[src/rtl/pipeline_flow_ctrl_if.sv]
// Hazard/event inputs and stall/flush/redirect outputs of the pipeline flow controller.
// Optional FC_PERF_CNT_EN adds the stall and redirect performance counters.
interface pipeline_flow_ctrl_if #(
   parameter int unsigned PC_W = 32
);
   logic            id_load_use_i;
   logic            ex_jump_i;
   logic [PC_W-1:0] ex_jump_pc_i;
   logic            ex_div_start_i;
   logic            div_done_i;
   logic            mem_req_i;
   logic            mem_ack_i;
   logic            if_busy_i;
   logic            trap_i;
   logic [PC_W-1:0] trap_pc_i;

   logic            fc_stall_pc_o;
   logic            fc_stall_ifid_o;
   logic            fc_stall_idex_o;
   logic            fc_stall_exmem_o;
   logic            fc_flush_ifid_o;
   logic            fc_flush_idex_o;
   logic            fc_flush_exmem_o;
   logic            fc_redirect_o;
   logic [PC_W-1:0] fc_redirect_pc_o;
   logic [1:0]      fc_state_o;
`ifdef FC_PERF_CNT_EN
   logic [31:0]     fc_stall_cnt_o;
   logic [31:0]     fc_redir_cnt_o;
`endif

   // Controller side.
   modport master (
      input  id_load_use_i, ex_jump_i, ex_jump_pc_i, ex_div_start_i, div_done_i,
      input  mem_req_i, mem_ack_i, if_busy_i, trap_i, trap_pc_i,
      output fc_stall_pc_o, fc_stall_ifid_o, fc_stall_idex_o, fc_stall_exmem_o,
      output fc_flush_ifid_o, fc_flush_idex_o, fc_flush_exmem_o,
      output fc_redirect_o, fc_redirect_pc_o, fc_state_o
`ifdef FC_PERF_CNT_EN
      , output fc_stall_cnt_o, fc_redir_cnt_o
`endif
   );

   // Pipeline side.
   modport slave (
      output id_load_use_i, ex_jump_i, ex_jump_pc_i, ex_div_start_i, div_done_i,
      output mem_req_i, mem_ack_i, if_busy_i, trap_i, trap_pc_i,
      input  fc_stall_pc_o, fc_stall_ifid_o, fc_stall_idex_o, fc_stall_exmem_o,
      input  fc_flush_ifid_o, fc_flush_idex_o, fc_flush_exmem_o,
      input  fc_redirect_o, fc_redirect_pc_o, fc_state_o
`ifdef FC_PERF_CNT_EN
      , input fc_stall_cnt_o, fc_redir_cnt_o
`endif
   );
endinterface

[src/rtl/pipeline_flow_ctrl.sv]
// Central stall/flush/redirect controller for the five-stage core with a 4-state event FSM.
// Optional FC_PERF_CNT_EN adds free-running stall and accepted-redirect counters.
module pipeline_flow_ctrl #(
   parameter int unsigned PC_W = 32
) (
   input logic                 clk,
   input logic                 rst_n,
   pipeline_flow_ctrl_if.master fc
);

   typedef enum logic [1:0] {
      StRun       = 2'd0,
      StMemWait   = 2'd1,
      StDivWait   = 2'd2,
      StRedirHold = 2'd3
   } state_e;

   state_e          state_q, state_d;
   logic [PC_W-1:0] held_pc_q, held_pc_d;

   logic            stall_pc, stall_ifid, stall_idex, stall_exmem;
   logic            flush_ifid, flush_idex, flush_exmem;
   logic            redirect;
   logic [PC_W-1:0] redirect_pc;
   logic            do_trap, do_tail, do_low;

   always_comb begin
      state_d     = state_q;
      held_pc_d   = held_pc_q;
      stall_pc    = 1'b0;
      stall_ifid  = 1'b0;
      stall_idex  = 1'b0;
      stall_exmem = 1'b0;
      flush_ifid  = 1'b0;
      flush_idex  = 1'b0;
      flush_exmem = 1'b0;
      redirect    = 1'b0;
      redirect_pc = '0;
      do_trap     = 1'b0;
      do_tail     = 1'b0;
      do_low      = 1'b0;

      unique case (state_q)
         StRun: begin
            if (fc.trap_i) begin
               do_trap = 1'b1;
            end else if (fc.mem_req_i && !fc.mem_ack_i) begin
               {stall_pc, stall_ifid, stall_idex, stall_exmem} = 4'b1111;
               state_d = StMemWait;
            end else begin
               do_tail = 1'b1;
            end
         end
         StMemWait: begin
            if (fc.trap_i) begin
               do_trap = 1'b1;
            end else if (!fc.mem_ack_i) begin
               {stall_pc, stall_ifid, stall_idex, stall_exmem} = 4'b1111;
            end else begin
               do_tail = 1'b1;
               state_d = StRun;
            end
         end
         StDivWait: begin
            if (fc.trap_i) begin
               do_trap = 1'b1;
            end else if (!fc.div_done_i) begin
               {stall_pc, stall_ifid, stall_idex} = 3'b111;
               flush_exmem = 1'b1;
            end else begin
               do_low  = 1'b1;
               state_d = StRun;
            end
         end
         StRedirHold: begin
            redirect    = 1'b1;
            flush_ifid  = 1'b1;
            redirect_pc = held_pc_q;
            // A trap while holding replaces the pending target.
            if (fc.trap_i) begin
               redirect_pc = fc.trap_pc_i;
               held_pc_d   = fc.trap_pc_i;
            end
            if (!fc.if_busy_i) begin
               state_d = StRun;
            end
         end
         default: state_d = StRun;
      endcase

      if (do_trap) begin
         {flush_ifid, flush_idex, flush_exmem} = 3'b111;
         redirect    = 1'b1;
         redirect_pc = fc.trap_pc_i;
         if (fc.if_busy_i) begin
            held_pc_d = fc.trap_pc_i;
            state_d   = StRedirHold;
         end else begin
            state_d = StRun;
         end
      end

      // Rules below the memory-wait check, shared by RUN and the MEM_WAIT ack cycle.
      if (do_tail) begin
         if (fc.ex_div_start_i) begin
            {stall_pc, stall_ifid, stall_idex} = 3'b111;
            flush_exmem = 1'b1;
            state_d     = StDivWait;
         end else if (fc.ex_jump_i) begin
            flush_ifid  = 1'b1;
            flush_idex  = 1'b1;
            redirect    = 1'b1;
            redirect_pc = fc.ex_jump_pc_i;
            if (fc.if_busy_i) begin
               held_pc_d = fc.ex_jump_pc_i;
               state_d   = StRedirHold;
            end
         end else begin
            do_low = 1'b1;
         end
      end

      if (do_low) begin
         if (fc.id_load_use_i) begin
            stall_pc   = 1'b1;
            stall_ifid = 1'b1;
            flush_idex = 1'b1;
         end else if (fc.if_busy_i) begin
            stall_pc   = 1'b1;
            flush_ifid = 1'b1;
         end
      end
   end

   always_ff @(posedge clk or negedge rst_n) begin
      if (!rst_n) begin
         state_q   <= StRun;
         held_pc_q <= '0;
      end else begin
         state_q   <= state_d;
         held_pc_q <= held_pc_d;
      end
   end

   always_comb begin
      fc.fc_stall_pc_o    = stall_pc;
      fc.fc_stall_ifid_o  = stall_ifid;
      fc.fc_stall_idex_o  = stall_idex;
      fc.fc_stall_exmem_o = stall_exmem;
      fc.fc_flush_ifid_o  = flush_ifid;
      fc.fc_flush_idex_o  = flush_idex;
      fc.fc_flush_exmem_o = flush_exmem;
      fc.fc_redirect_o    = redirect;
      fc.fc_redirect_pc_o = redirect_pc;
      fc.fc_state_o       = state_q;
   end

`ifdef FC_PERF_CNT_EN
   logic [31:0] stall_cnt_q, redir_cnt_q;

   always_ff @(posedge clk or negedge rst_n) begin
      if (!rst_n) begin
         stall_cnt_q <= '0;
         redir_cnt_q <= '0;
      end else begin
         if (stall_pc) begin
            stall_cnt_q <= stall_cnt_q + 32'd1;
         end
         // Count only redirects fetch actually accepts.
         if (redirect && !fc.if_busy_i) begin
            redir_cnt_q <= redir_cnt_q + 32'd1;
         end
      end
   end

   always_comb begin
      fc.fc_stall_cnt_o = stall_cnt_q;
      fc.fc_redir_cnt_o = redir_cnt_q;
   end
`endif

endmodule

[src/flat_wrapper.sv]
// flat-port wrapper written by rule: the top's interface ports become plain ports
module pipeline_flow_ctrl_flat 
#(
   parameter int unsigned PC_W = 32
)
  (clk, rst_n, fc_id_load_use_i, fc_ex_jump_i, fc_ex_jump_pc_i, fc_ex_div_start_i, fc_div_done_i, fc_mem_req_i, fc_mem_ack_i, fc_if_busy_i, fc_trap_i, fc_trap_pc_i, fc_fc_stall_pc_o, fc_fc_stall_ifid_o, fc_fc_stall_idex_o, fc_fc_stall_exmem_o, fc_fc_flush_ifid_o, fc_fc_flush_idex_o, fc_fc_flush_exmem_o, fc_fc_redirect_o, fc_fc_redirect_pc_o, fc_fc_state_o);
  pipeline_flow_ctrl_if #(.PC_W(PC_W)) fc_i ();
  input logic clk;
  input logic rst_n;
  input wire logic [$bits(fc_i.id_load_use_i)-1:0] fc_id_load_use_i;
  input wire logic [$bits(fc_i.ex_jump_i)-1:0] fc_ex_jump_i;
  input wire logic [$bits(fc_i.ex_jump_pc_i)-1:0] fc_ex_jump_pc_i;
  input wire logic [$bits(fc_i.ex_div_start_i)-1:0] fc_ex_div_start_i;
  input wire logic [$bits(fc_i.div_done_i)-1:0] fc_div_done_i;
  input wire logic [$bits(fc_i.mem_req_i)-1:0] fc_mem_req_i;
  input wire logic [$bits(fc_i.mem_ack_i)-1:0] fc_mem_ack_i;
  input wire logic [$bits(fc_i.if_busy_i)-1:0] fc_if_busy_i;
  input wire logic [$bits(fc_i.trap_i)-1:0] fc_trap_i;
  input wire logic [$bits(fc_i.trap_pc_i)-1:0] fc_trap_pc_i;
  output wire logic [$bits(fc_i.fc_stall_pc_o)-1:0] fc_fc_stall_pc_o;
  output wire logic [$bits(fc_i.fc_stall_ifid_o)-1:0] fc_fc_stall_ifid_o;
  output wire logic [$bits(fc_i.fc_stall_idex_o)-1:0] fc_fc_stall_idex_o;
  output wire logic [$bits(fc_i.fc_stall_exmem_o)-1:0] fc_fc_stall_exmem_o;
  output wire logic [$bits(fc_i.fc_flush_ifid_o)-1:0] fc_fc_flush_ifid_o;
  output wire logic [$bits(fc_i.fc_flush_idex_o)-1:0] fc_fc_flush_idex_o;
  output wire logic [$bits(fc_i.fc_flush_exmem_o)-1:0] fc_fc_flush_exmem_o;
  output wire logic [$bits(fc_i.fc_redirect_o)-1:0] fc_fc_redirect_o;
  output wire logic [$bits(fc_i.fc_redirect_pc_o)-1:0] fc_fc_redirect_pc_o;
  output wire logic [$bits(fc_i.fc_state_o)-1:0] fc_fc_state_o;
  assign fc_i.id_load_use_i = fc_id_load_use_i;
  assign fc_i.ex_jump_i = fc_ex_jump_i;
  assign fc_i.ex_jump_pc_i = fc_ex_jump_pc_i;
  assign fc_i.ex_div_start_i = fc_ex_div_start_i;
  assign fc_i.div_done_i = fc_div_done_i;
  assign fc_i.mem_req_i = fc_mem_req_i;
  assign fc_i.mem_ack_i = fc_mem_ack_i;
  assign fc_i.if_busy_i = fc_if_busy_i;
  assign fc_i.trap_i = fc_trap_i;
  assign fc_i.trap_pc_i = fc_trap_pc_i;
  assign fc_fc_stall_pc_o = fc_i.fc_stall_pc_o;
  assign fc_fc_stall_ifid_o = fc_i.fc_stall_ifid_o;
  assign fc_fc_stall_idex_o = fc_i.fc_stall_idex_o;
  assign fc_fc_stall_exmem_o = fc_i.fc_stall_exmem_o;
  assign fc_fc_flush_ifid_o = fc_i.fc_flush_ifid_o;
  assign fc_fc_flush_idex_o = fc_i.fc_flush_idex_o;
  assign fc_fc_flush_exmem_o = fc_i.fc_flush_exmem_o;
  assign fc_fc_redirect_o = fc_i.fc_redirect_o;
  assign fc_fc_redirect_pc_o = fc_i.fc_redirect_pc_o;
  assign fc_fc_state_o = fc_i.fc_state_o;
  pipeline_flow_ctrl #(.PC_W(PC_W)) u_core (.clk(clk), .rst_n(rst_n), .fc(fc_i));
endmodule
[config.mk]
export PLATFORM = sky130hd
export DESIGN_NAME = pipeline_flow_ctrl_flat
export DESIGN_NICKNAME = d
export VERILOG_FILES = /design/src/rtl/pipeline_flow_ctrl_if.sv /design/src/rtl/pipeline_flow_ctrl.sv /design/src/flat_wrapper.sv
export SDC_FILE = /design/constraint.sdc
export NUM_CORES = 1
export LEC_CHECK = 0
export ABC_AREA = 1
export CAP_MARGIN = 10
export CORE_MARGIN = 4
export CORE_UTILIZATION = 31
export CTS_BUF_LIST = sky130_fd_sc_hd__clkbuf_16
export DETAILED_ROUTE_END_ITERATION = 10
export DONT_BUFFER_PORTS = 1
export GPL_TIMING_DRIVEN = 0
export PLACE_DENSITY = 0.5
export SLEW_MARGIN = 40
export SYNTH_ARGS = -nofsm -noshare
export SYNTH_HDL_FRONTEND = slang
export SYNTH_SLANG_ARGS = --single-unit
export TNS_END_PERCENT = 20
[constraint.sdc]
create_clock -name clk -period 4.11 [get_ports clk]
set_input_delay 0.822 -clock clk [delete_from_list [all_inputs] [get_ports clk]]
set_output_delay 0.822 -clock clk [all_outputs]
set_load 0.03 [all_outputs]
# After elaboration in Yosys (flattened, before gate mapping)
# Index checks and enable logic that the tools add are counted.
word_totals:
  wordCells: 82
  output_inout_bits: 42
  reg_bits: 34
  input_bits: 74
classes:
  n_eq_ne: 3
  n_reduce_logical: 4
  muxes: 73
ops:
  columns: ["cell", "count"]
  rows:
  - ["$mux W32", 13]
  - ["$mux W1", 43]
  - ["$mux W2", 13]
  - ["$pmux W2 S4", 1]
  - ["$eq A2 B2 Y1 const B", 2]
  - ["$pmux W1 S2", 2]
  - ["$pmux W1 S3", 1]
  - ["$reduce_or A3 Y1", 1]
  - ["$eq A2 B1 Y1 const B", 1]
  - ["$logic_not A2 Y1", 1]
  - ["$logic_and A1 B1 Y1", 1]
  - ["$logic_not A1 Y1", 1]

# Longest topological paths before layout
# Gate-level depths: netlist of the first run.
depth:
  word_depth: 10
  depth_mapped: 9
  depth_no_buf: 8

# Worst setup path before layout of the first run
# OpenSTA, ideal clock, no wires.
synth_timing:
  kind: "input port to output port"
  startpoint: "input fc_trap_i"
  endpoint: "output fc_fc_stall_ifid_o"
  arrival_time_ns: 1.929
  t_required_ns: 3.288
  path_slack_ns: 1.359
  n_path_buf: 1
  cell_stages: 8
  path_cell_list: "nor2_2 > nand3_1 > nand2_2 > buf_6 > nand2_1 > nand2_1 > inv_1 > nand2_1"
synth_between:
  elab_chain_cells: 6
  elab_cells_between_ends: 16
  cone_classes: "mux: 16"
synth_lines:
  columns: ["element", "line_no", "rtl"]
  rows:
  - ["start, declared", "flat_wrapper.sv:18", "input wire logic [$bits(fc_i.trap_i)-1:0] fc_trap_i;"]
  - ["$mux W1 (on tied branches)", null, null]
  - ["$pmux W1 S3", null, null]
  - ["$mux W1", null, null]
  - ["$mux W1 *", null, null]
  - ["via fc_fc_stall_idex_o", "flat_wrapper.sv:22", "output wire logic [$bits(fc_i.fc_stall_idex_o)-1:0] fc_fc_stall_idex_o;"]
  - ["$mux W1", "pipeline_flow_ctrl.sv:124", "if (fc.id_load_use_i) begin"]
  - ["$mux W1 *", "pipeline_flow_ctrl.sv:123", "if (do_low) begin"]
  - ["end, declared", "flat_wrapper.sv:21", "output wire logic [$bits(fc_i.fc_stall_ifid_o)-1:0] fc_fc_stall_ifid_o;"]
# The timed path passes the listed nets; every way through them passes the cells marked *.

# Worst setup path after layout of the first run
layout_timing:
  startpoint: "register u_core.state_q[0] (netlist: u_core.fc.fc_state_o[0])"
  endpoint: "output fc_fc_stall_pc_o"
layout_between:
  elab_chain_cells: 7
  elab_cells_between_ends: 14
  cone_classes: "eq/ne: 2; mux: 11; reduce/logical: 1"
layout_lines:
  columns: ["element", "line_no", "rtl"]
  rows:
  - ["start, declared", "pipeline_flow_ctrl.sv:18", "state_e state_q, state_d;"]
  - ["start signal, assigned", "pipeline_flow_ctrl.sv:137", "state_q <= StRun;"]
  - ["start signal, assigned", "pipeline_flow_ctrl.sv:140", "state_q <= state_d;"]
  - ["$eq A2 B2 Y1 (tied with other cells)", null, null]
  - ["$pmux W1 S3", null, null]
  - ["$mux W1", null, null]
  - ["$mux W1 *", null, null]
  - ["via fc_fc_stall_idex_o", "flat_wrapper.sv:22", null]
  - ["$mux W1", "pipeline_flow_ctrl.sv:128", "end else if (fc.if_busy_i) begin"]
  - ["$mux W1", "pipeline_flow_ctrl.sv:124", null]
  - ["$mux W1 *", "pipeline_flow_ctrl.sv:123", null]
  - ["end, declared", "flat_wrapper.sv:20", "output wire logic [$bits(fc_i.fc_stall_pc_o)-1:0] fc_fc_stall_pc_o;"]
# Marks and branches as above.

==> results of run 1 <==
-- through the flow --
stage	total power [W]	std cells	setup slack (ns)	area, um^2	hold WS, ns
2_1_floorplan	0.00118	584	1.36	3240	0.526
3_3_place_gp	0.00130	720	1.09	3410	0.529
3_5_place_dp	0.00133	720	1.07	3410	0.529
4_1_cts	0.00169	726	1.01	3540	0.231
5_1_grt	0.00182	726	0.847	3540	0.225
6_report	0.00168	726	1.04	3540	0.238
-- power groups by stage --
stage	Sequential, W	Clock, W	Combinational (W)
floorplan	0.000522	0	0.000654
global placement	0.000531	0	0.000774
detailed placement	0.000536	0	0.000791
CTS	0.000530	0.000369	0.000794
global route	0.000547	0.000379	0.000890
finish	0.000531	0.000355	0.000791
-- synth_stat cells (all sizes together) --
cell / count / area [um^2]
nand2: 219 / 830
dfrtp: 34 / 851
o21ai: 3 / 15.0
clkbuf: 8 / 30.0
a21oi: 1 / 5.00
inv: 76 / 285
nor2: 12 / 47.6
nand4: 1 / 6.26
or2: 1 / 6.26
buf: 30 / 166
nand3: 199 / 1000
-- flip-flops by register name, summed over array words and instances (netlist names) --
signal	cells
u_core.fc.fc_state_o	2
u_core.held_pc_q	32
-- area by class of cell --
type | count | area (um^2)
clock inverters | 1 | 3.75
well taps | 136 | 170
plain buffers | 38 | 196
inverters | 76 | 285
clock buffers | 5 | 125
multi-input cells | 436 | 1910
fillers | 1201 | 6740
flip-flops and latches | 34 | 851
-- cells by family (layout without fill, tap and decap cells) --
logic type / count (synthesis) / count (layout) / synth area share [%]
AND/OR/NAND/NOR: 432 / 432 / 58.3
flip-flops: 34 / 34 / 26.2
buffers and inverters: 114 / 120 / 14.9
AO/OA/AOI/OAI: 4 / 4 / 0.617
-- path summary, 6_finish.rpt --
kind | start | to | slack (ns) | depth (start not counted)
max reg2reg | u_core.fc.fc_state_o[1] | u_core.held_pc_q[29] | 2.31 | 7
min in group clk | u_core.held_pc_q[21] | u_core.held_pc_q[21] | 0.62 | 4
min | rst_n | u_core.held_pc_q[29] | 0.24 | 0
min reg2reg | u_core.held_pc_q[21] | u_core.held_pc_q[21] | 0.62 | 4
max | u_core.fc.fc_state_o[0] | fc_fc_stall_pc_o | 1.04 | 8
max in group asynchronous | rst_n | u_core.held_pc_q[18] | 3.79 | 0
-- layer usage --
metal	share of wire [%]	vias up	global-route usage, %
met5	0	-	0
met4	0.90	0	4.22
met3	9.3	11	4.54
met2	45	148	31.8
met1	45	1712	26.3
li1	-	1869	-
==> summary.md, run 1 <==
| Metric | Value |
|---|---|
| Commonest non-fill, non-tap cell in the layout | nand2_1 |
| Clock Sinks | 34 |
| CP bufs+invs | 2 |
| Pwr per Cell Area | 473 nW/um^2 |
| Clock power share | 21.2% |
| Clk_skew | 0.00380 ns |
| Commonest cells after routing, fill and taps aside | nand2_1 (216), nand3_1 (198), inv_1 (71) |
| P_int | 0.000911 W |
| YS warnings | 0 |
| RSZ-0062 raised after global routing | false |
| Post-Syn Area per Cell | roughly 5.6 um^2 |
| Share of cells above drive strength 1 | 7.80% |
| Post-CTS Setup Repair Bufs | 0 |
| Logic pwr share | 47.2% |
| Effective utilization at floorplan | 31.6% |
| Final Cycle Share | roughly three quarters |
| Fmax | 326 MHz |
| CP Class | flop to output port |
| Vias in the first global route | approximately 3600 |
| Die W | approximately 110 um |
| Post-route ant nets | 0 |
| Starting DRT DRC Count | between 200 and 250 |
| Final nets | 665 |
| CP endpoint kind | output port |
| Hold Fails Final Rpt | 0 |
| # port buffers | 0 |
| Delay-heaviest family, CP | simple AND/OR/NAND/NOR gates |
| Final setup fails | 0 |
| Grt total ovfl | 0 |
| DR vias | 3740 |
| Post-CTS sizing | 0 |
| RePlAce Congestion | 0.805 |
| Hold WC Path Type | primary input to async pin |
| Slowest cell on crit path | dfrtp_1 |
| Initial antenna violation count | 0 |
| Setup crit start kind | flop |
| Core ar. | 10300 um^2 |
| Syn Nets | 658 |
| P_sw | ~0.00077 W |
| Routed len/inst | 16.4 um |
| Clk Latency, worst-skew pair | 0.28 ns |
| DRC Markers | 0 |
| WP data required | 3.29 ns |
| H-Tree Depth | 2 |
| Final core utilization | 34.5% |
| Cells after Synth | 584 |
| IO Count | 116 |
| Area of the die | 12200 um^2 |
| Most used cell, CP | nand2_1 |
| Tightest Pin Transition | 0.545 ns |
| ANT cells | 0 |
| CTS max path bufs | 2 |
| Die Y | ~110 um |
| Crit-path cells | nor2_2 > nand3_1 > nand2_2 > buf_6 > nand2_1 > nand2_1 > inv_1 > nand2_1 |
| Largest net degree at the start of global routing | 35 |
| Sw frac | 45.7% |
| CTS root buffer | clkbuf_16 |
| Cell leakage power | 2.03 nW |
| Slew margin rel. | 63.5% |
| Clock slew at reported path FFs | 0.06 ns |
| First-pass GRT wire length | between 15000 and 20000 um |
| Post-synth cell types | 17 |
| Total GRT Usage | 19.5% |
| Post-layout min period | 3.07 ns |
| TritonCTS Buffers | 5 |
| FF+latch count, synth | 34 |
| Register area share after synthesis | 26.2% |
| Status | completed |
| CP max stage delay | 0.54 ns |
| Mapped Area | 3240 um^2 |
| Max-slew violations | 0 |
| Setup TNS | 0 ns |
| TritonCTS clock tree | done |
| Post-DP HPWL | 8450 um |
| CP Data Arrival Time | 2.25 ns |
| Sequential Power Share | 31.7% |
| Critical path fanouts, max | 10 |
| Peak VDD IR | 0.148 mV |
| Via density | 5.15 |
| Max_cap viols | 0 |
| Pre-antenna DRT Iters | 6 |
| Layout area overhead | 9.22% |
| DRT Wirelength | 11900 um |
| Row count | 37 |
| Post-CTS Hold Fix Bufs | 0 |
Note: power is estimated with default switching activity, not from simulation.
==> inputs of run 2 (changes only) <==
--- a/config.mk
+++ b/config.mk
@@ -5,7 +5,7 @@
 export SDC_FILE = /design/constraint.sdc
 export NUM_CORES = 1
 export LEC_CHECK = 0
-export ABC_AREA = 1
+export ABC_AREA = 0
 export CAP_MARGIN = 10
 export CORE_MARGIN = 4
 export CORE_UTILIZATION = 31
@@ -13,7 +13,7 @@
 export DETAILED_ROUTE_END_ITERATION = 10
 export DONT_BUFFER_PORTS = 1
 export GPL_TIMING_DRIVEN = 0
-export PLACE_DENSITY = 0.5
+export PLACE_DENSITY = 0.51
 export SLEW_MARGIN = 40
 export SYNTH_ARGS = -nofsm -noshare
 export SYNTH_HDL_FRONTEND = slang
==> constraint.sdc (replaced) <==
create_clock -name clk -period 2.6 [get_ports clk]
set_input_delay 0.52 -clock clk [delete_from_list [all_inputs] [get_ports clk]]
set_output_delay 0.52 -clock clk [all_outputs]
set_load 0.03 [all_outputs]
==> summary.md, run 2 <==
| Metric | Value |
|---|---|
| Die W | 98.6 um (-11%) |
| TritonCTS Buffers | 5 (unchanged) |
| CP Data Arrival Time | 2.07 ns (-0.18 ns) |
| Final nets | 397 (-40%) |
| FF+latch area | 853 um^2 (+0.29%) |
| P_int | 0.00118 W (+29%) |
| Setup crit start kind | flop |
| Simple-gate area share of the yosys netlist | 26.0% (-32 points) |
| Clock slew at reported path FFs | 0.06 ns (about the same) |
| Die Y | 98.6 um (-11%) |
| Pwr per Cell Area | 606 nW/um^2 (+28%) |
| DRC Markers | 0 (unchanged) |
| Starting DRT DRC Count | 139 (-37%) |
| Top post-synthesis cells by count | o21ai_0 (36), a31oi_1 (34), clkbuf_1 (34), dfrtp_1 (34), nand3_1 (34) |
| CTS root buffer | clkbuf_16 |
| Share of cells above drive strength 1 | 22.2% (+14 points) |
| CTS max path bufs | 2 (unchanged) |
| H-Tree Depth | 2 (unchanged) |
| Yosys top cell area share | 33.4% (+2.9 points) |
| IO Count | 116 (unchanged) |
| First-pass GRT wire length | 16000 um (-13%) |
| Post-Place Worst Slack | -0.427 ns (-1.50 ns) |
| Post-DP HPWL | 6930 um (-18%) |
| Post-route ant nets | 0 (unchanged) |
| Clock Sinks | 34 (unchanged) |
| Crit-path cells | buf_6 > or4b_4 > buf_4 > nand2b_4 > o221ai_4 |
| Effective utilization at floorplan | 32.4% (+0.86 points) |
| Number of synthesized flops with an enable pin | 0 (unchanged) |
| Area of the die | 9720 um^2 (-20%) |
| Worst Slack Setup Final | 0.00666 ns (-1.04 ns) |
| Clk Latency, worst-skew pair | 0.28 ns (about the same) |
| Fill cells | 836 (-30%) |
| Peak VDD IR | 0.294 mV (+98%) |
| Post-Syn Area per Cell | 8.18 um^2 (+47%) |
| Core ar. | 7850 um^2 (-24%) |
| Most common cell in the netlist | o21ai_0 |
| Cell leakage power | 1.23 nW (-40%) |
| Asr flop ratio synth | 100% (unchanged) |
| Slew margin rel. | 55.5% (-8.0 points) |
| DR vias | 2784 (-26%) |
| Design Power | 0.00187 W (+12%) |
| Grt total ovfl | 0 (unchanged) |
| Reg with most FFs | u_core.held_pc_q |
| FF+latch count, synth | 34 (unchanged) |
| Area occupied by multi-input gates | 1600 um^2 (-17%) |
| Critical path fanouts, max | 4 (-6) |
| Cells after DPL | 413 (-43%) |
| Hold WC Path Type | primary input to async pin |
| DRT Wirelength | 10200 um (-14%) |
| Mux cell area share after synthesis | 0% (unchanged) |
| Area leader, netlist | dfrtp_1 |
| Min Hold Slack | 0.0816 ns (-0.156 ns) |
| Commonest cells after routing, fill and taps aside | o21ai_0 (34), nand3_1 (34), a31oi_1 (33) |
| Ranking of synthesized cells by area | dfrtp_1 (33%), a221o_1 (12%), a31oi_1 (8.4%) |
| Adder-Cell Fraction of Synth Area | 0% (unchanged) |
| YS warnings | 0 (unchanged) |
| TritonCTS clock tree | done |
| # port buffers | 0 (unchanged) |
| Tightest Pin Transition | 0.665 ns (+0.120 ns) |
| Row count | 32 (-14%) |
| Clk_skew | 0.00207 ns (-0.00173 ns) |
| Synth Flop Type | dfrtp_1 |
| Initial antenna violation count | 0 (unchanged) |
| Area fraction in compound gates after synthesis | 31.3% (+31 points) |
| Routed len/inst | 24.0 um (+46%) |
| Met3 usage | 5.45% (+0.91 points) |
| Logic pwr share | 32.4% (-15 points) |
| P_sw | 0.000693 W (-9.6%) |
| Placed cell area | 2680 um^2 (-22%) |
| Register area share after synthesis | 33.4% (+7.2 points) |
| CP max stage delay | 0.51 ns (-0.03 ns) |
| Design area | 3090 um^2 (-13%) |
| Sequential Power Share | 36.2% (+4.5 points) |
| Synth Area in XOR/XNOR | 0% (unchanged) |
| RSZ-0062 raised after global routing | true |
| Grt peak-use layer | met2 |
| ANT cells | 0 (unchanged) |
| Final setup fails | 0 (unchanged) |
| Status | completed |
| Grt met2 use | 33.3% (+1.5 points) |
| Number of flip-flops in the largest register | 32 (unchanged) |
| Cells after Synth | 311 (-47%) |
| CP Class | flop to output port |
| Slowest cell on crit path | or4b_4 |
| Vias in the first global route | 3051 (-15%) |
| Layout area overhead | 21.5% |
| Sw frac | 37.0% (-8.7 points) |
| CP endpoint kind | output port |
| Syn Nets | 385 (-41%) |
| Via density | 6.54 (+27%) |
| Fmax | 386 MHz |
| Fin cells | 426 (-41%) |
| Grt met1 use | 25.2% (-1.1 points) |
| Hold Fails Final Rpt | 0 (unchanged) |
| Final Cycle Share | between 90% and 100% |
| Largest net degree at the start of global routing | 35 (unchanged) |
| RePlAce Congestion | 0.838 (+4.1%) |
| Max-slew violations | 0 (unchanged) |
| Mapped Area | 2540 um^2 (-22%) |
| Largest family of logic cells by synthesized area | compound AO/OA/AOI/OAI gates |
| Clock power share | 31.4% (+10 points) |
| Total GRT Usage | 20.2% (+0.73 points) |
| WP data required | 2.08 ns (-1.21 ns) |
| Post-synth cell types | 31 (+14) |
| Post-layout min period | 2.59 ns |
| Pre-antenna DRT Iters | 4 (-2) |
| Max_cap viols | 0 (unchanged) |
==> run 2: changes by cell type after synthesis, moves of 6 or more <==
| cell | delta |
|---|---|
| clkbuf_1 | +26 |
| nand2_1 | -212 |
| o21ai_0 | +33 |
| a221o_1 | +31 |
| inv_1 | -66 |
| a31oi_1 | +34 |
| and3_1 | +31 |
| buf_2 | -22 |
| nor4_1 | +32 |
| nor2_1 | -6 |
| nand3_1 | -164 |
==> run 2: cell type report <==
type / instances / area share, %
buffer: 41 / 7.77
sequential: 34 / 27.6
inverter: 6 / 0.729
clock inverter: 3 / 0.526
timing repair buffer: 8 / 3.56
tap: 102 / 4.13
multi-input combinational: 227 / 51.6
clock buffer: 5 / 4.05
==> run 2: what timing repair did <==
| action | in CTS | in global routing |
|---|---|---|
| endpoints found under the setup margin | 38 | 36 |
| hold endpoints to repair | 34 | 0 |
| hold buffers | 1 | 0 |
| pin swaps | 25 | 11 |
| cloned | 2 | 1 |
| buffers inserted | 3 | 1 |
| gates resized for setup | 55 | 22 |
==> run 2: final timing paths <==
check / endpoint / from / slack [ns] / cells after the start
max: fc_fc_redirect_pc_o[30] / u_core.fc.fc_state_o[1] / 0.007 / 5
min: u_core.held_pc_q[26] / rst_n / 0.08 / 1
max reg2reg: u_core.held_pc_q[6] / u_core.fc.fc_state_o[1] / 0.30 / 8
min reg2reg: u_core.held_pc_q[17] / u_core.held_pc_q[17] / 0.57 / 2
max in group asynchronous: u_core.fc.fc_state_o[0] / rst_n / 2.32 / 1
min in group clk: u_core.fc.fc_state_o[0] / fc_mem_req_i / 0.39 / 2
==> run 2: cells by family after synthesis <==
family                 Yosys count
DFF                             34
buffers and inverters           50
and+or+nand+nor                114
AOI/OAI and AO/OA              113
==> run 2: power by group through the flow <==
| stage | Combinational (W) | Sequential [W] | Clock [W] |
|---|---|---|---|
| 2_1_floorplan | 0.000436 | 0.000670 | 0 |
| 3_3_place_gp | 0.000532 | 0.000679 | 0 |
| 3_5_place_dp | 0.000537 | 0.000683 | 0 |
| 4_1_cts | 0.000584 | 0.000674 | 0.000590 |
| 5_1_grt | 0.000654 | 0.000686 | 0.000618 |
| 6_report | 0.000607 | 0.000677 | 0.000588 |
==> run 2: layer usage <==
layer  vias to the layer above  wire [um]
li1                       1275          -
met1                      1384       4280
met2                       114       5000
met3                        11        815
met4                         0        134
met5                         -          0
==> run 2: stage by stage <==
stage	setup TNS (ns)	utilization (%)
5_1_grt	-0.404	39.4
2_1_floorplan	0	-
6_report	0	39.4
3_5_place_dp	-6.28	34.1
3_3_place_gp	-5.30	34.0
4_1_cts	-2.25	37.8
==> run 2: critical path, delay by kind of cell (launching register included) <==
| kind | cells | cell delay [ns] |
|---|---|---|
| buffers and inverters | 2 | 0.31 |
| flip-flops | 1 | 0.48 |
| AO/OA/AOI/OAI | 1 | 0.33 |
| AND/OR/NAND/NOR | 2 | 0.68 |
==> inputs of run 3 (changes only) <==
--- a/config.mk
+++ b/config.mk
@@ -5,7 +5,7 @@
 export SDC_FILE = /design/constraint.sdc
 export NUM_CORES = 1
 export LEC_CHECK = 0
-export ABC_AREA = 0
+export ABC_AREA = 1
 export CAP_MARGIN = 10
 export CORE_MARGIN = 4
 export CORE_UTILIZATION = 31
@@ -13,7 +13,7 @@
 export DETAILED_ROUTE_END_ITERATION = 10
 export DONT_BUFFER_PORTS = 1
 export GPL_TIMING_DRIVEN = 0
-export PLACE_DENSITY = 0.51
+export PLACE_DENSITY = 0.46
 export SLEW_MARGIN = 40
 export SYNTH_ARGS = -nofsm -noshare
 export SYNTH_HDL_FRONTEND = slang
==> summary.md, run 3 (same netlist as run 1, synthesis figures left out) <==
| Metric | Value |
|---|---|
| Status | completed |
| RePlAce Congestion | 0.794 (-5.3%) |
| Die W | 110 um (+12%) |
| Via density | 4.99 (-24%) |
| Core ar. | 10300 um^2 (+31%) |
| Routed len/inst | 16.4 um (-32%) |
| Starting DRT DRC Count | 214 (+54%) |
| Final core utilization | 35.1% (-4.3 points) |
| Effective utilization at floorplan | 31.6% (-0.86 points) |
| P_int | 0.00146 W (+24%) |
| Logic pwr share | 46.9% (+14 points) |
| DRT Wirelength | 11900 um (+17%) |
| Vias in the first global route | 3570 (+17%) |
| Max_cap viols | 0 (unchanged) |
| Placed cell area | 3410 um^2 (+27%) |
| Sw frac | 45.9% (+8.9 points) |
| Initial antenna violation count | 0 (unchanged) |
| Hold WC Path Type | primary input to async pin |
| Final nets | 666 (+68%) |
| CP Data Arrival Time | 1.97 ns (-0.10 ns) |
| Cells after DPL | 720 (+74%) |
| First-pass GRT wire length | 18800 um (+17%) |
| Most used cell, CP | nand3_1 |
| Peak VDD IR | 0.255 mV (-13%) |
| Reg with most FFs | u_core.held_pc_q |
| Post-route ant nets | 0 (unchanged) |
| Share of cells above drive strength 1 | 9.61% (-13 points) |
| CTS root buffer | clkbuf_16 |
| Clock slew at reported path FFs | 0.06 ns (about the same) |
| Pwr per Cell Area | 749 nW/um^2 (+24%) |
| Setup crit start kind | flop |
| ANT cells | 0 (unchanged) |
| Slowest cell on crit path | dfrtp_2 |
| Area of the die | 12200 um^2 (+25%) |
| Pre-antenna DRT Iters | 5 (+1) |
| # port buffers | 0 (unchanged) |
| DR vias | 3641 (+31%) |
| DRC Markers | 0 (unchanged) |
| Clk_skew | 0.00556 ns (+0.00349 ns) |
| Crit-path cells | nand2_2 > inv_2 > buf_2 > nand3_1 > nand3_1 |
| TritonCTS clock tree | done |
| Clock power share | 22.0% (-9.4 points) |
| Tightest Pin Transition | 0.540 ns (-0.125 ns) |
| Fmax | 402 MHz (+4.3%) |
| Number of flip-flops in the largest register | 32 (unchanged) |
| Sequential Power Share | 31.1% (-5.1 points) |
| Largest net degree at the start of global routing | 35 (unchanged) |
| Layout area overhead | 11.2% |
| Setup TNS | 0 ns (unchanged) |
| Clk Latency, worst-skew pair | 0.28 ns (about the same) |
| CP max stage delay | 0.52 ns (about the same) |
| Total GRT Usage | 20.0% (-0.23 points) |
| P_sw | 0.00124 W (+79%) |
| Commonest cells after routing, fill and taps aside | nand2_1 (211), nand3_1 (198), inv_1 (71) |
| CTS max path bufs | 2 (unchanged) |
| Final Cycle Share | 95.6% (-4.1 points) |
| Die Y | 110 um (+12%) |
| Slew margin rel. | 63.9% (+8.4 points) |
| Max-slew violations | 0 (unchanged) |
| Post-DP HPWL | 8470 um (+22%) |
| Grt total ovfl | 0 (unchanged) |
| Cell leakage power | 2.04 nW (+67%) |
| TritonCTS Buffers | 5 (unchanged) |
| Clock Sinks | 34 (unchanged) |
| WP data required | 2.08 ns (about the same) |
| Hold Fails Final Rpt | 0 (unchanged) |
| Design area | 3610 um^2 (+17%) |
| Row count | 37 (+16%) |
| Fin cells | 729 (+71%) |
| Final setup fails | 0 (unchanged) |
| CP Class | flop to output port |
| CP endpoint kind | output port |
| Critical path fanouts, max | 10 (+6) |
| H-Tree Depth | 2 (unchanged) |
| Commonest non-fill, non-tap cell in the layout | nand2_1 |
| Post-layout min period | 2.49 ns (-0.107 ns) |
| IO Count | 116 (unchanged) |
run 3: timing repair:
action / in CTS / in global routing
buffers inserted: 0 / 0
gates resized for setup: 4 / 8
hold endpoints to repair: 34 / 0
setup endpoints to repair: 23 / 20
hold buffers: 1 / 0
gates cloned: 0 / 0
run 3: path summary, 6_finish.rpt:
kind | slack, ns | end | startpoint | cells after the start
min | 0.08 | u_core.held_pc_q[3] | rst_n | 1
min in group clk | 0.37 | u_core.held_pc_q[16] | fc_ex_jump_pc_i[16] | 2
min reg2reg | 0.61 | u_core.held_pc_q[21] | u_core.held_pc_q[21] | 4
max in group asynchronous | 2.31 | u_core.fc.fc_state_o[1] | rst_n | 1
max | 0.11 | fc_fc_redirect_pc_o[22] | u_core.fc.fc_state_o[0] | 5
max reg2reg | 0.92 | u_core.held_pc_q[6] | u_core.fc.fc_state_o[0] | 7
run 3: critical path: cells and delay by family, from the launching register on:
family                 cells  cell delay [ns]
buffers and inverters      2             0.49
AND/OR/NAND/NOR            3             0.68
flip-flops                 1             0.52
run 3: final cells by class:
type,count,area [um^2]
Buffer,38,198
Multi-Input combinational cell,436,1940
Clock buffer,5,125
Fill cell,1166,6670
Inverter,76,285
Clock inverter,3,16.3
Timing Repair Buffer,1,20.0
Sequential cell,34,853
Tap cell,136,170
run 3: through the flow:
| stage | power, W | setup slack, ns | hold WS [ns] |
|---|---|---|---|
| finish | 0.00270 | 0.114 | 0.0798 |
| global route | 0.00293 | -0.00479 | 0.0909 |
| CTS | 0.00272 | -0.0200 | 0.0849 |
| detailed placement | 0.00209 | 0.103 | 0.227 |
| global placement | 0.00207 | 0.117 | 0.227 |
| floorplan | 0.00186 | 0.376 | 0.224 |
run 3: power by group through the flow:
stage / clock (W) / combinational [W] / sequential [W]
3_5_place_dp: 0 / 0.00125 / 0.000843
2_1_floorplan: 0 / 0.00103 / 0.000824
3_3_place_gp: 0 / 0.00123 / 0.000839
6_report: 0.000595 / 0.00127 / 0.000839
4_1_cts: 0.000610 / 0.00127 / 0.000836
5_1_grt: 0.000627 / 0.00144 / 0.000866
run 3: per-layer routing:
layer | vias to the layer above | routed length [um] | global-route usage [%]
met5 | - | 0 | 0
met4 | 0 | 128 | 5.28
met3 | 14 | 933 | 3.55
met2 | 128 | 5730 | 32.9
met1 | 1625 | 5130 | 27.1
li1 | 1874 | - | -
